**config.mk**
```make
export PLATFORM = sky130hd
export DESIGN_NAME = ddr_line_server
export DESIGN_NICKNAME = d
export VERILOG_FILES = /design/src/rtl/ddr_line_server.sv
export SDC_FILE = /design/constraint.sdc
export NUM_CORES = 1
export LEC_CHECK = 0
export ABC_AREA = 1
export BUFFER_PORTS_ARGS = -buffer_cell sky130_fd_sc_hd__buf_2
export CORE_MARGIN = 5
export CORE_UTILIZATION = 47
export DETAILED_ROUTE_END_ITERATION = 10
export PLACE_DENSITY = 0.79
export SYNTH_ARGS = -nofsm -noshare
export SYNTH_HDL_FRONTEND = slang
export SYNTH_SLANG_ARGS = --single-unit
export TNS_END_PERCENT = 100
```
**constraint.sdc**
```tcl
create_clock -name ddr_clk -period 2.2 [get_ports ddr_clk]
set_input_delay 0.44 -clock ddr_clk [delete_from_list [all_inputs] [get_ports ddr_clk]]
set_output_delay 0.44 -clock ddr_clk [all_outputs]
set_load 0.1 [all_outputs]
```
**src/rtl/ddr_line_server.sv**
```systemverilog
// Responder for cache-line bursts: write-back (cache -> memory) and fill (memory -> cache) over a 16-bit memory.
// Define LINESRV_STATS_EN to add saturating wb_count/fill_count burst counters.
module ddr_line_server #(
  parameter int ADDR   = 21,
  parameter int LINE   = 6,
  parameter int RD_LAT = 2
) (
  input  logic                 ddr_clk,
  input  logic                 rst,
  input  logic                 ddr_rd,
  input  logic                 ddr_wr,
  input  logic [ADDR-LINE-1:0] hiaddr,
  input  logic [15:0]          ddr_dout,
  output logic [15:0]          ddr_din,
  output logic                 cache_read_data,
  output logic                 cache_write_data,
  output logic                 mem_req,
  output logic                 mem_we,
  output logic [ADDR-2:0]      mem_addr,
  output logic [15:0]          mem_wdata,
  input  logic [15:0]          mem_rdata,
  input  logic                 mem_ack,
`ifdef LINESRV_STATS_EN
  output logic [15:0]          wb_count,
  output logic [15:0]          fill_count,
`endif
  output logic                 busy
);

  localparam int LCW = (RD_LAT > 1) ? $clog2(RD_LAT) : 1;
  localparam logic [LCW-1:0]  LC_INIT = LCW'(RD_LAT - 1);
  localparam logic [LINE-2:0] WC_LAST = '1;

  typedef enum logic [2:0] {
    IDLE, WB_STB, WB_WAIT, WB_MEM, FL_MEM, FL_STB, DONE
  } state_t;

  state_t                state, next_state;
  logic [ADDR-LINE-1:0]  line;
  logic [LINE-2:0]       wc;
  logic [LCW-1:0]        lc;

  logic latch_line, wc_clr, wc_inc, lc_load, lc_dec;
  logic cap_wdata, cap_rdata, wb_done, fill_done;

  always_ff @(posedge ddr_clk or posedge rst) begin
    if (rst) state <= IDLE;
    else     state <= next_state;
  end

  // Strobes and mem_req decode straight from state so a reset drops them without a clock.
  always_comb begin
    next_state       = state;
    latch_line       = 1'b0;
    wc_clr           = 1'b0;
    wc_inc           = 1'b0;
    lc_load          = 1'b0;
    lc_dec           = 1'b0;
    cap_wdata        = 1'b0;
    cap_rdata        = 1'b0;
    wb_done          = 1'b0;
    fill_done        = 1'b0;
    cache_read_data  = 1'b0;
    cache_write_data = 1'b0;
    mem_req          = 1'b0;
    mem_we           = 1'b0;
    case (state)
      IDLE: begin
        if (ddr_wr) begin
          latch_line = 1'b1;
          wc_clr     = 1'b1;
          next_state = WB_STB;
        end else if (ddr_rd) begin
          latch_line = 1'b1;
          wc_clr     = 1'b1;
          next_state = FL_MEM;
        end
      end
      WB_STB: begin
        cache_read_data = 1'b1;
        lc_load         = 1'b1;
        next_state      = WB_WAIT;
      end
      WB_WAIT: begin
        if (lc == '0) begin
          cap_wdata  = 1'b1;
          next_state = WB_MEM;
        end else begin
          lc_dec = 1'b1;
        end
      end
      WB_MEM: begin
        mem_req = 1'b1;
        mem_we  = 1'b1;
        if (mem_ack) begin
          if (wc == WC_LAST) begin
            wc_clr  = 1'b1;
            wb_done = 1'b1;
            if (ddr_rd) begin
              latch_line = 1'b1;
              next_state = FL_MEM;
            end else begin
              next_state = IDLE;
            end
          end else begin
            wc_inc     = 1'b1;
            next_state = WB_STB;
          end
        end
      end
      FL_MEM: begin
        mem_req = 1'b1;
        if (mem_ack) begin
          cap_rdata  = 1'b1;
          next_state = FL_STB;
        end
      end
      FL_STB: begin
        cache_write_data = 1'b1;
        if (wc == WC_LAST) begin
          wc_clr     = 1'b1;
          fill_done  = 1'b1;
          next_state = DONE;
        end else begin
          wc_inc     = 1'b1;
          next_state = FL_MEM;
        end
      end
      DONE:    next_state = IDLE;
      default: next_state = IDLE;
    endcase
  end

  always_ff @(posedge ddr_clk or posedge rst) begin
    if (rst) begin
      line      <= '0;
      wc        <= '0;
      lc        <= '0;
      mem_wdata <= '0;
      ddr_din   <= '0;
    end else begin
      if (latch_line) line <= hiaddr;
      if (wc_clr)      wc <= '0;
      else if (wc_inc) wc <= wc + 1'b1;
      if (lc_load)     lc <= LC_INIT;
      else if (lc_dec) lc <= lc - 1'b1;
      if (cap_wdata)   mem_wdata <= ddr_dout;
      if (cap_rdata)   ddr_din   <= mem_rdata;
    end
  end

  assign mem_addr = {line, wc};
  assign busy     = (state != IDLE);

`ifdef LINESRV_STATS_EN
  always_ff @(posedge ddr_clk or posedge rst) begin
    if (rst) begin
      wb_count   <= '0;
      fill_count <= '0;
    end else begin
      if (wb_done && wb_count != '1)     wb_count   <= wb_count + 1'b1;
      if (fill_done && fill_count != '1) fill_count <= fill_count + 1'b1;
    end
  end
`endif

endmodule
```
==> flow_metrics.env, run 1 <==
export IMPL_syn_inst=295
export IMPL_rrSetupSlack_ns=0.36
export IMPL_worstSetupStartpoint="state[0]"
export IMPL_cts_resized_gates=0
export IMPL_die_area_um2=6930
export IMPL_cap_viol_max_count=0
export IMPL_setup_viol=0
export IMPL_die_x_um=83.3
export IMPL_layout_min_cycle_time_ns=2.05
export IMPL_rsz0062_at_grt="false"
export IMPL_pre_cts_ws_ns=0.336
export IMPL_hpwl_mm=4.65
export IMPL_clock_sinks=56
export IMPL_fin_skew_ns=0.00519
export IMPL_wl_mm=6.11
export IMPL_worstPathRequired_ns=1.76
export IMPL_cts_buffers=5
export IMPL_hp_class="in -> async"
export IMPL_path_clk_slew_ns=0.10
export IMPL_syn_to_final_growth_pct=28.1
export IMPL_fin_crit_sh_pct=93.1
export IMPL_grt_pass1_vias=2334
export IMPL_io_pins=109
export IMPL_antenna_left=0
export IMPL_nets=458
export IMPL_ys_top_cells_by_area="dfrtp_1 (56%), nand2_1 (14%), nand3_1 (8.7%), inv_1 (3.9%), o21ai_0 (3.8%)"
export IMPL_ys_ff_latch=56
export IMPL_yosys_warnings=0
export IMPL_syn_area_per_cell_um2=8.55
export IMPL_run_status="finished, final reports clean"
export IMPL_final_cell_mix="buf_2 (107), nand2_1 (93), dfrtp_1 (53)"
export IMPL_worstSkewPairLatency_ns=0.30
export IMPL_initial_core_util_pct=48.8
export IMPL_setup_tns_ns=0
export IMPL_viasPerCell=4.86
export IMPL_grt_max_degree=33
export IMPL_htree_num_levels=2
export IMPL_holdBufCountCts=0
export IMPL_grt_use_total_pct=17.9
export IMPL_post_cts_setup_buffers=0
export IMPL_critPathCapture="mem_we"
export IMPL_drive_above_1_share_pct=36.1
export IMPL_fmax_mhz=488
export IMPL_r2r_start="wc[0]"
export IMPL_cp_max_fo=9
export IMPL_synthDistinctLibCells=26
export IMPL_clockBufferDepth=2
export IMPL_num_vias=2306
export IMPL_timing_rr_end="line[9]"
export IMPL_drt_initial_drc_count=91
export IMPL_hold_ws_ns=0.203
export IMPL_cts_tree="done"
export IMPL_die_h_um=83.3
export IMPL_crit_path_start_kind="flip-flop"
export IMPL_synth_top_cell_area_share_pct=55.6
export IMPL_finalHoldViolCount=0
export IMPL_setup_slack_ns=0.152
export IMPL_syn_area_um2=2520
export IMPL_wl_per_cell_um=12.9
export IMPL_portBuffers=108
export IMPL_std_cell_rows=26
export IMPL_slew_violations=0
export IMPL_layout_commonest_cell="buf_2"
export IMPL_drc=0
export IMPL_grt_overflow=0
export IMPL_root_buffer="clkbuf_8"
export IMPL_reg2regPathDepth=10
export IMPL_tightest_slew_ns=0.605
export IMPL_synth_top_area_cell="dfrtp_1"
export IMPL_worst_setup_path_end_kind="output pin"
export IMPL_design_core_area_um2=5170
export IMPL_first_pass_iters=7
export IMPL_seq_area_frac_synth_pct=55.6
export IMPL_relSlewSlack_pct=59.6
export IMPL_num_antenna_cells=0
export IMPL_grt_pass1_wl_mm=10.6
export IMPL_gp_congestion=0.844
export IMPL_critPathKind="reg -> out"
export IMPL_arrival_ns=1.61
export IMPL_syn_nets=350
export IMPL_antenna_found_initial=0
[worst max-delay path, cell delays in order (launching register included)]
cell,delay (ns)
dfrtp_1,0.55
nand2_2,0.13
nor2_4,0.17
buf_2,0.46
[flip-flops by register name (all words and copies together), names as in the netlist]
| name | count |
|---|---|
| ddr_din | 16 |
| lc | 1 |
| line | 15 |
| mem_wdata | 16 |
| state | 3 |
| wc | 5 |
[cell families (layout without fill, tap and decap cells)]
group	after synthesis	in the layout	synth area share (%)
xor gates and xnor gates	2	2	0.695
and+or+nand+nor	168	168	29.8
adders and majority gates	3	3	1.49
AOI/OAI and AO/OA	24	24	4.91
DFF	56	56	55.6
buffers and inverters	42	151	7.54
[worst min path at each step]
stage / startpoint / end / slack [ns] / cells after the start
floorplan: hiaddr[0] / line[0] / 0.54 / 2
global placement: mem_wdata[5] / mem_wdata[5] / 0.45 / 2
detailed placement: mem_wdata[3] / mem_wdata[3] / 0.45 / 2
CTS: rst / mem_wdata[14] / 0.22 / 2
global route: rst / mem_wdata[1] / 0.25 / 2
finish: rst / mem_wdata[14] / 0.20 / 2
[metal layers]
layer	wire length (um)	GRT usage (%)	vias up
met5	0	0	-
met4	35	4.46	0
met3	642	7.13	4
met2	2740	28.9	97
met1	2680	22.4	1059
li1	-	-	1146
[stage by stage]
stage	instances	area, um2	utilization, %
4_1_cts	474	3230	62.4
2_1_floorplan	295	2530	-
3_5_place_dp	466	3130	60.6
6_report	474	3230	62.5
5_1_grt	474	3230	62.5
3_3_place_gp	466	3130	60.6
[cell usage after synthesis (all sizes together)]
master / n
o22ai: 1
buf: 9
o21bai: 1
nand3: 45
clkbuf: 3
a21oi: 3
inv: 29
nand3b: 1
nor2: 13
o21ai: 19
nand2: 106
clkinv: 1
nor3: 1
ha: 3
xor2: 2
nand4: 2
dfrtp: 56
[final cells by class]
| type | count | area [um2] |
|---|---|---|
| multi-input combinational | 197 | 937 |
| sequential | 56 | 1410 |
| fill | 440 | 1940 |
| inverter | 30 | 113 |
| tap | 70 | 87.6 |
| clock buffer | 6 | 82.6 |
| timing repair buffer | 113 | 593 |
| clock inverter | 2 | 13.8 |
Power of run 1 is left out: the tool's default activity adds up to more than one toggle a clock period on the data nets, which glitch-free logic cannot reach.
==> inputs of run 2 (changes only) <==
--- a/config.mk
+++ b/config.mk
@@ -5,12 +5,11 @@
 export SDC_FILE = /design/constraint.sdc
 export NUM_CORES = 1
 export LEC_CHECK = 0
-export ABC_AREA = 1
 export BUFFER_PORTS_ARGS = -buffer_cell sky130_fd_sc_hd__buf_2
 export CORE_MARGIN = 5
 export CORE_UTILIZATION = 47
 export DETAILED_ROUTE_END_ITERATION = 10
-export PLACE_DENSITY = 0.79
+export PLACE_DENSITY = 0.8
 export SYNTH_ARGS = -nofsm -noshare
 export SYNTH_HDL_FRONTEND = slang
 export SYNTH_SLANG_ARGS = --single-unit
==> constraint.sdc (replaced) <==
create_clock -name ddr_clk -period 2.3 [get_ports ddr_clk]
set_input_delay 0.46 -clock ddr_clk [delete_from_list [all_inputs] [get_ports ddr_clk]]
set_output_delay 0.46 -clock ddr_clk [all_outputs]
set_load 0.1 [all_outputs]
==> run 2 against run 1 <==
Effect of this change:
- non-clock buffer count up 1
- worst hold slack better by 0.14 ns
- global-route usage down 2.9 points
- worst setup slack worse by 0.017 ns
- core utilization up 0.46 points
- clock-buffer cell count unchanged
- register-to-register slack worse by 0.11 ns
- first-iteration DRC count down 57%
- largest cell class unchanged
==> flow_metrics.env, run 2 <==
export IMPL_grt_pass1_vias=1670
export IMPL_synth_common_cells="dfrtp_1 (56), mux2_2 (38), nor2_1 (11)"
export IMPL_worstSkewPairLatency_ns=0.29
export IMPL_wl_per_cell_um=14.3
export IMPL_cts_tree="done"
export IMPL_slowest_delay_ns=0.53
export IMPL_synthFlopType="dfrtp_1"
export IMPL_fmax_mhz=462
export IMPL_viasPerCell=4.94
export IMPL_hpwl_mm=3.86
export IMPL_nets=343
export IMPL_crit_path_start_kind="flip-flop"
export IMPL_critPathCapture="mem_we"
export IMPL_wl_mm=5.14
export IMPL_syn_area_per_cell_um2=14.0
export IMPL_worst_setup_path_end_kind="output pin"
export IMPL_fin_skew_ns=0.00203
export IMPL_fin_crit_sh_pct=94.1
export IMPL_clockBufferDepth=2
export IMPL_slowest_stage="dfrtp_1"
export IMPL_relSlewSlack_pct=53.6
export IMPL_slew_violations=0
export IMPL_die_x_um=82.0
export IMPL_holdBufCountCts=0
export IMPL_ys_top_cells_by_area="dfrtp_1 (58%), mux2_2 (18%), mux2_4 (6.2%), nor2_1 (1.7%), ha_1 (1.5%)"
export IMPL_dp_cells=351
export IMPL_timing_rr_end="line[11]"
export IMPL_syn_to_final_growth_pct=31.2
export IMPL_first_pass_iters=4
export IMPL_grt_use_total_pct=15.0
export IMPL_rsz0062_at_grt="false"
export IMPL_syn_nets=229
export IMPL_top_regs="ddr_din: 16 flops, mem_wdata: 16 flops, line: 15 flops"
export IMPL_portBuffers=108
export IMPL_path_clk_slew_ns=0.10
export IMPL_seq_area_frac_synth_pct=57.6
export IMPL_gp_congestion=0.745
export IMPL_synth_top_cell_area_share_pct=57.6
export IMPL_tightest_slew_ns=0.696
export IMPL_yosysMostFrequentCell="dfrtp_1"
export IMPL_layout_cells_non_filler=359
export IMPL_setup_slack_ns=0.135
export IMPL_grt_max_degree=57
export IMPL_grt_use_met3_pct=3.29
export IMPL_drt_initial_drc_count=39
export IMPL_grt_pass1_wl_mm=7.82
export IMPL_grt_use_met2_pct=26.2
export IMPL_syn_inst=174
export IMPL_drive_above_1_share_pct=64.0
export IMPL_num_vias=1774
export IMPL_cap_viol_max_count=0
export IMPL_hp_class="in -> async"
export IMPL_final_cell_mix="buf_2 (107), dfrtp_1 (52), mux2_2 (38)"
export IMPL_std_cell_rows=26
export IMPL_layout_min_cycle_time_ns=2.17
export IMPL_num_antenna_cells=0
export IMPL_setup_viol=0
export IMPL_finalHoldViolCount=0
export IMPL_met1_usage_pct=18.5
export IMPL_worstPathRequired_ns=1.84
export IMPL_critPathKind="reg -> out"
export IMPL_layout_commonest_cell="buf_2"
export IMPL_drc=0
export IMPL_worstSetupStartpoint="state[2]"
export IMPL_run_status="finished, final reports clean"
export IMPL_crit_chain="nand2b_1 -> nor2_4 -> buf_2"
export IMPL_die_area_um2=6720
export IMPL_yosys_warnings=0
export IMPL_die_h_um=82.0
export IMPL_final_core_util_pct=62.9
export IMPL_arrival_ns=1.71
export IMPL_synth_edf_count=0
export IMPL_io_pins=109
export IMPL_synthDistinctLibCells=31
export IMPL_synth_top_area_cell="dfrtp_1"
export IMPL_clock_sinks=56
export IMPL_antenna_left=0
export IMPL_htree_num_levels=2
export IMPL_path_buf_inv=1
export IMPL_reg2regPathDepth=7
export IMPL_setup_tns_ns=0
export IMPL_async_flop_share_pct=100
export IMPL_pre_cts_ws_ns=0.242
export IMPL_rrSetupSlack_ns=0.25
export IMPL_syn_area_um2=2430
export IMPL_crit_cells=3
export IMPL_grt_overflow=0
export IMPL_r2r_start="wc[0]"
export IMPL_cp_max_fo=14
export IMPL_initial_core_util_pct=48.0
export IMPL_critPathTopFamily="flip-flops"
export IMPL_top_usage_layer="met2"
export IMPL_cts_buffers=5
export IMPL_ys_ff_latch=56
export IMPL_root_buffer="clkbuf_8"
export IMPL_design_core_area_um2=5070
export IMPL_antenna_found_initial=0
==> run 2: changes by cell type after synthesis, moves of 12 or more <==
cell,previous run,this run
nand2_1,93,8
mux2_2,0,38
o21ai_0,19,4
inv_1,26,4
nand2_2,12,0
nand3_1,44,3
==> run 2: tightest hold or removal path: cells and delay by family <==
| family | cells | cell delay, ns |
|---|---|---|
| buf+inv | 3 | 0.68 |
==> run 2: how the worst min path moves through the flow <==
stage | to | from | depth (start not counted)
4_1_cts | line[4] | rst | 3
3_5_place_dp | mem_wdata[13] | mem_wdata[13] | 1
3_3_place_gp | ddr_din[0] | ddr_din[0] | 1
5_1_grt | line[10] | hiaddr[10] | 2
2_1_floorplan | lc | lc | 2
6_report | mem_wdata[12] | rst | 3
==> run 2: per-layer routing <==
layer	up-vias	wire length (um)
met5	-	0
met4	0	45
met3	6	466
met2	69	2580
met1	864	2050
li1	835	-
==> run 2: metrics by stage <==
step                      cell area, um2  hold slack (ns)
after CTS                           3190            0.360
after global placement              3070            0.484
final                               3190            0.340
after detailed placement            3070            0.490
after global routing                3190            0.367
after floorplan                     2460            0.493
==> run 2: final cells by class <==
class                           count  area, um2
Clock buffer                        6       82.6
Tap cell                           70       87.6
Timing Repair Buffer              114        588
Sequential cell                    56       1410
Inverter                            4       15.0
Clock inverter                      2       38.8
Fill cell                         412       1880
Multi-Input combinational cell    107        976
==> run 2: timing repair <==
action	CTS	global route
setup endpoints to repair	1	0
setup buffers	0	0
gates resized for setup	1	0
==> run 2: cells by family after synthesis <==
kind of cell	share of synthesized area (%)
flip-flops	57.6
multiplexers	24.6
AND/OR/NAND/NOR	7.25
AO/OA/AOI/OAI	4.88
buffers and inverters	3.13
XOR/XNOR	1.08
adder cells (fa/ha/maj)	1.54
Power of run 2 is left out for the same reason.
==> inputs of run 3 (changes only) <==
--- a/config.mk
+++ b/config.mk
@@ -6,7 +6,6 @@
 export NUM_CORES = 1
 export LEC_CHECK = 0
 export BUFFER_PORTS_ARGS = -buffer_cell sky130_fd_sc_hd__buf_2
-export CORE_MARGIN = 5
 export CORE_UTILIZATION = 47
 export DETAILED_ROUTE_END_ITERATION = 10
 export PLACE_DENSITY = 0.8
==> run 3 against run 2 <==
Effect of this change:
- global-route usage is 2.4 points higher
- worst setup slack worse by 0.025 ns
- fmax is 1.1% lower
- via count is 2.0% lower
- clock skew is 0.0077 ns higher
- non-clock buffer count stayed put
- worst hold slack worse by 0.26 ns
==> flow_metrics.env, run 3 (synthesized netlist as in run 2, its figures left out) <==
export IMPL_hpwl_mm=3.67
export IMPL_antenna_left=0
export IMPL_path_clk_slew_ns=0.10
export IMPL_slew_violations=0
export IMPL_hold_ws_ns=0.0806
export IMPL_setup_tns_ns=0
export IMPL_nets=343
export IMPL_portBuffers=108
export IMPL_worstSkewPairLatency_ns=0.31
export IMPL_grt_use_met2_pct=29.1
export IMPL_die_h_um=74.0
export IMPL_grt_pass1_vias=1546
export IMPL_num_antenna_cells=0
export IMPL_layout_min_cycle_time_ns=2.19
export IMPL_rsz0062_at_grt="false"
export IMPL_finalHoldViolCount=0
export IMPL_top_usage_layer="met2"
export IMPL_clock_sinks=56
export IMPL_tightest_slew_ns=0.609
export IMPL_drt_initial_drc_count=60
export IMPL_grt_use_total_pct=17.4
export IMPL_worst_setup_path_end_kind="output pin"
export IMPL_met1_usage_pct=21.5
export IMPL_fillCellCount=380
export IMPL_drive_above_1_share_pct=64.0
export IMPL_arrival_ns=1.73
export IMPL_design_core_area_um2=4850
export IMPL_layout_commonest_cell="buf_2"
export IMPL_relSlewSlack_pct=59.3
export IMPL_cp_max_fo=14
export IMPL_run_status="finished, final reports clean"
export IMPL_std_cell_rows=25
export IMPL_num_vias=1738
export IMPL_viasPerCell=4.88
export IMPL_grt_max_degree=28
export IMPL_initial_core_util_pct=50.2
export IMPL_die_area_um2=5470
export IMPL_cap_viol_max_count=0
export IMPL_drc=0
export IMPL_top_regs="ddr_din: 16 flops, mem_wdata: 16 flops, line: 15 flops"
export IMPL_wl_mm=4.84
export IMPL_htree_num_levels=2
export IMPL_fmax_mhz=457
export IMPL_clockBufferDepth=2
export IMPL_setup_viol=0
export IMPL_fin_skew_ns=0.00977
export IMPL_first_pass_iters=6
export IMPL_hp_class="in -> async"
export IMPL_io_pins=109
export IMPL_grt_use_met3_pct=4.88
export IMPL_fin_crit_sh_pct=95.2
export IMPL_gp_congestion=0.773
export IMPL_post_cts_setup_buffers=0
export IMPL_cts_tree="done"
export IMPL_grt_pass1_wl_mm=7.10
export IMPL_worstPathRequired_ns=1.84
export IMPL_grt_overflow=0
export IMPL_crit_path_start_kind="flip-flop"
export IMPL_wl_per_cell_um=13.6
export IMPL_antenna_found_initial=0
export IMPL_die_x_um=74.0
export IMPL_final_cell_mix="buf_2 (107), dfrtp_1 (51), mux2_2 (38)"
export IMPL_critPathKind="reg -> out"
export IMPL_syn_to_final_growth_pct=31.2
export IMPL_final_core_util_pct=65.9
export IMPL_cts_buffers=5
export IMPL_root_buffer="clkbuf_8"
## run 3: per-layer routing
layer / wire, um / vias to the layer above
met5: 0 / -
met4: 54 / 0
met3: 246 / 6
met2: 2400 / 63
met1: 2140 / 830
li1: - / 839
## run 3: layout make-up
class	count	area (um2)	share of cell area, %
multi-input combinational	107	976	30.6
sequential	56	1410	44.1
clock inverter	2	38.8	1.21
tap	67	83.8	2.62
timing repair buffer	114	601	18.8
clock buffer	6	72.6	2.27
inverter	4	15.0	0.470
## run 3: path summary, 6_finish.rpt
path                             from      endpoint  slack [ns]  cells after the start
max in group asynchronous         rst   ddr_din[13]        1.59                      3
min reg2reg                ddr_din[3]    ddr_din[3]        0.51                      1
min in group ddr_clk       hiaddr[14]      line[14]        0.37                      2
min                               rst  mem_wdata[5]        0.08                      2
max                          state[2]        mem_we        0.11                      3
max reg2reg                     wc[0]       line[9]        0.25                      7
## run 3: through the flow
step                      setup slack (ns)  instance area (um2)  cells
after floorplan                     -0.120                 2460    174
after global placement               0.294                 3080    348
after detailed placement             0.246                 3080    348
after CTS                           0.0839                 3190    356
after global routing                0.0250                 3190    356
final                                0.110                 3190    356
## run 3: worst max-delay path: stages (launching register included)
cell and delay (ns):
dfrtp_1 0.53, nand2b_1 0.32, nor2_4 0.13, buf_2 0.43
## run 3: what timing repair did
item | 4_1_cts | 5_1_grt
gates resized for setup | 0 | 1
setup endpoints to repair | 0 | 1
hold buffers | 0 | 0
endpoints found under the hold margin | 0 | 0
Power of run 3 is left out for the same reason.
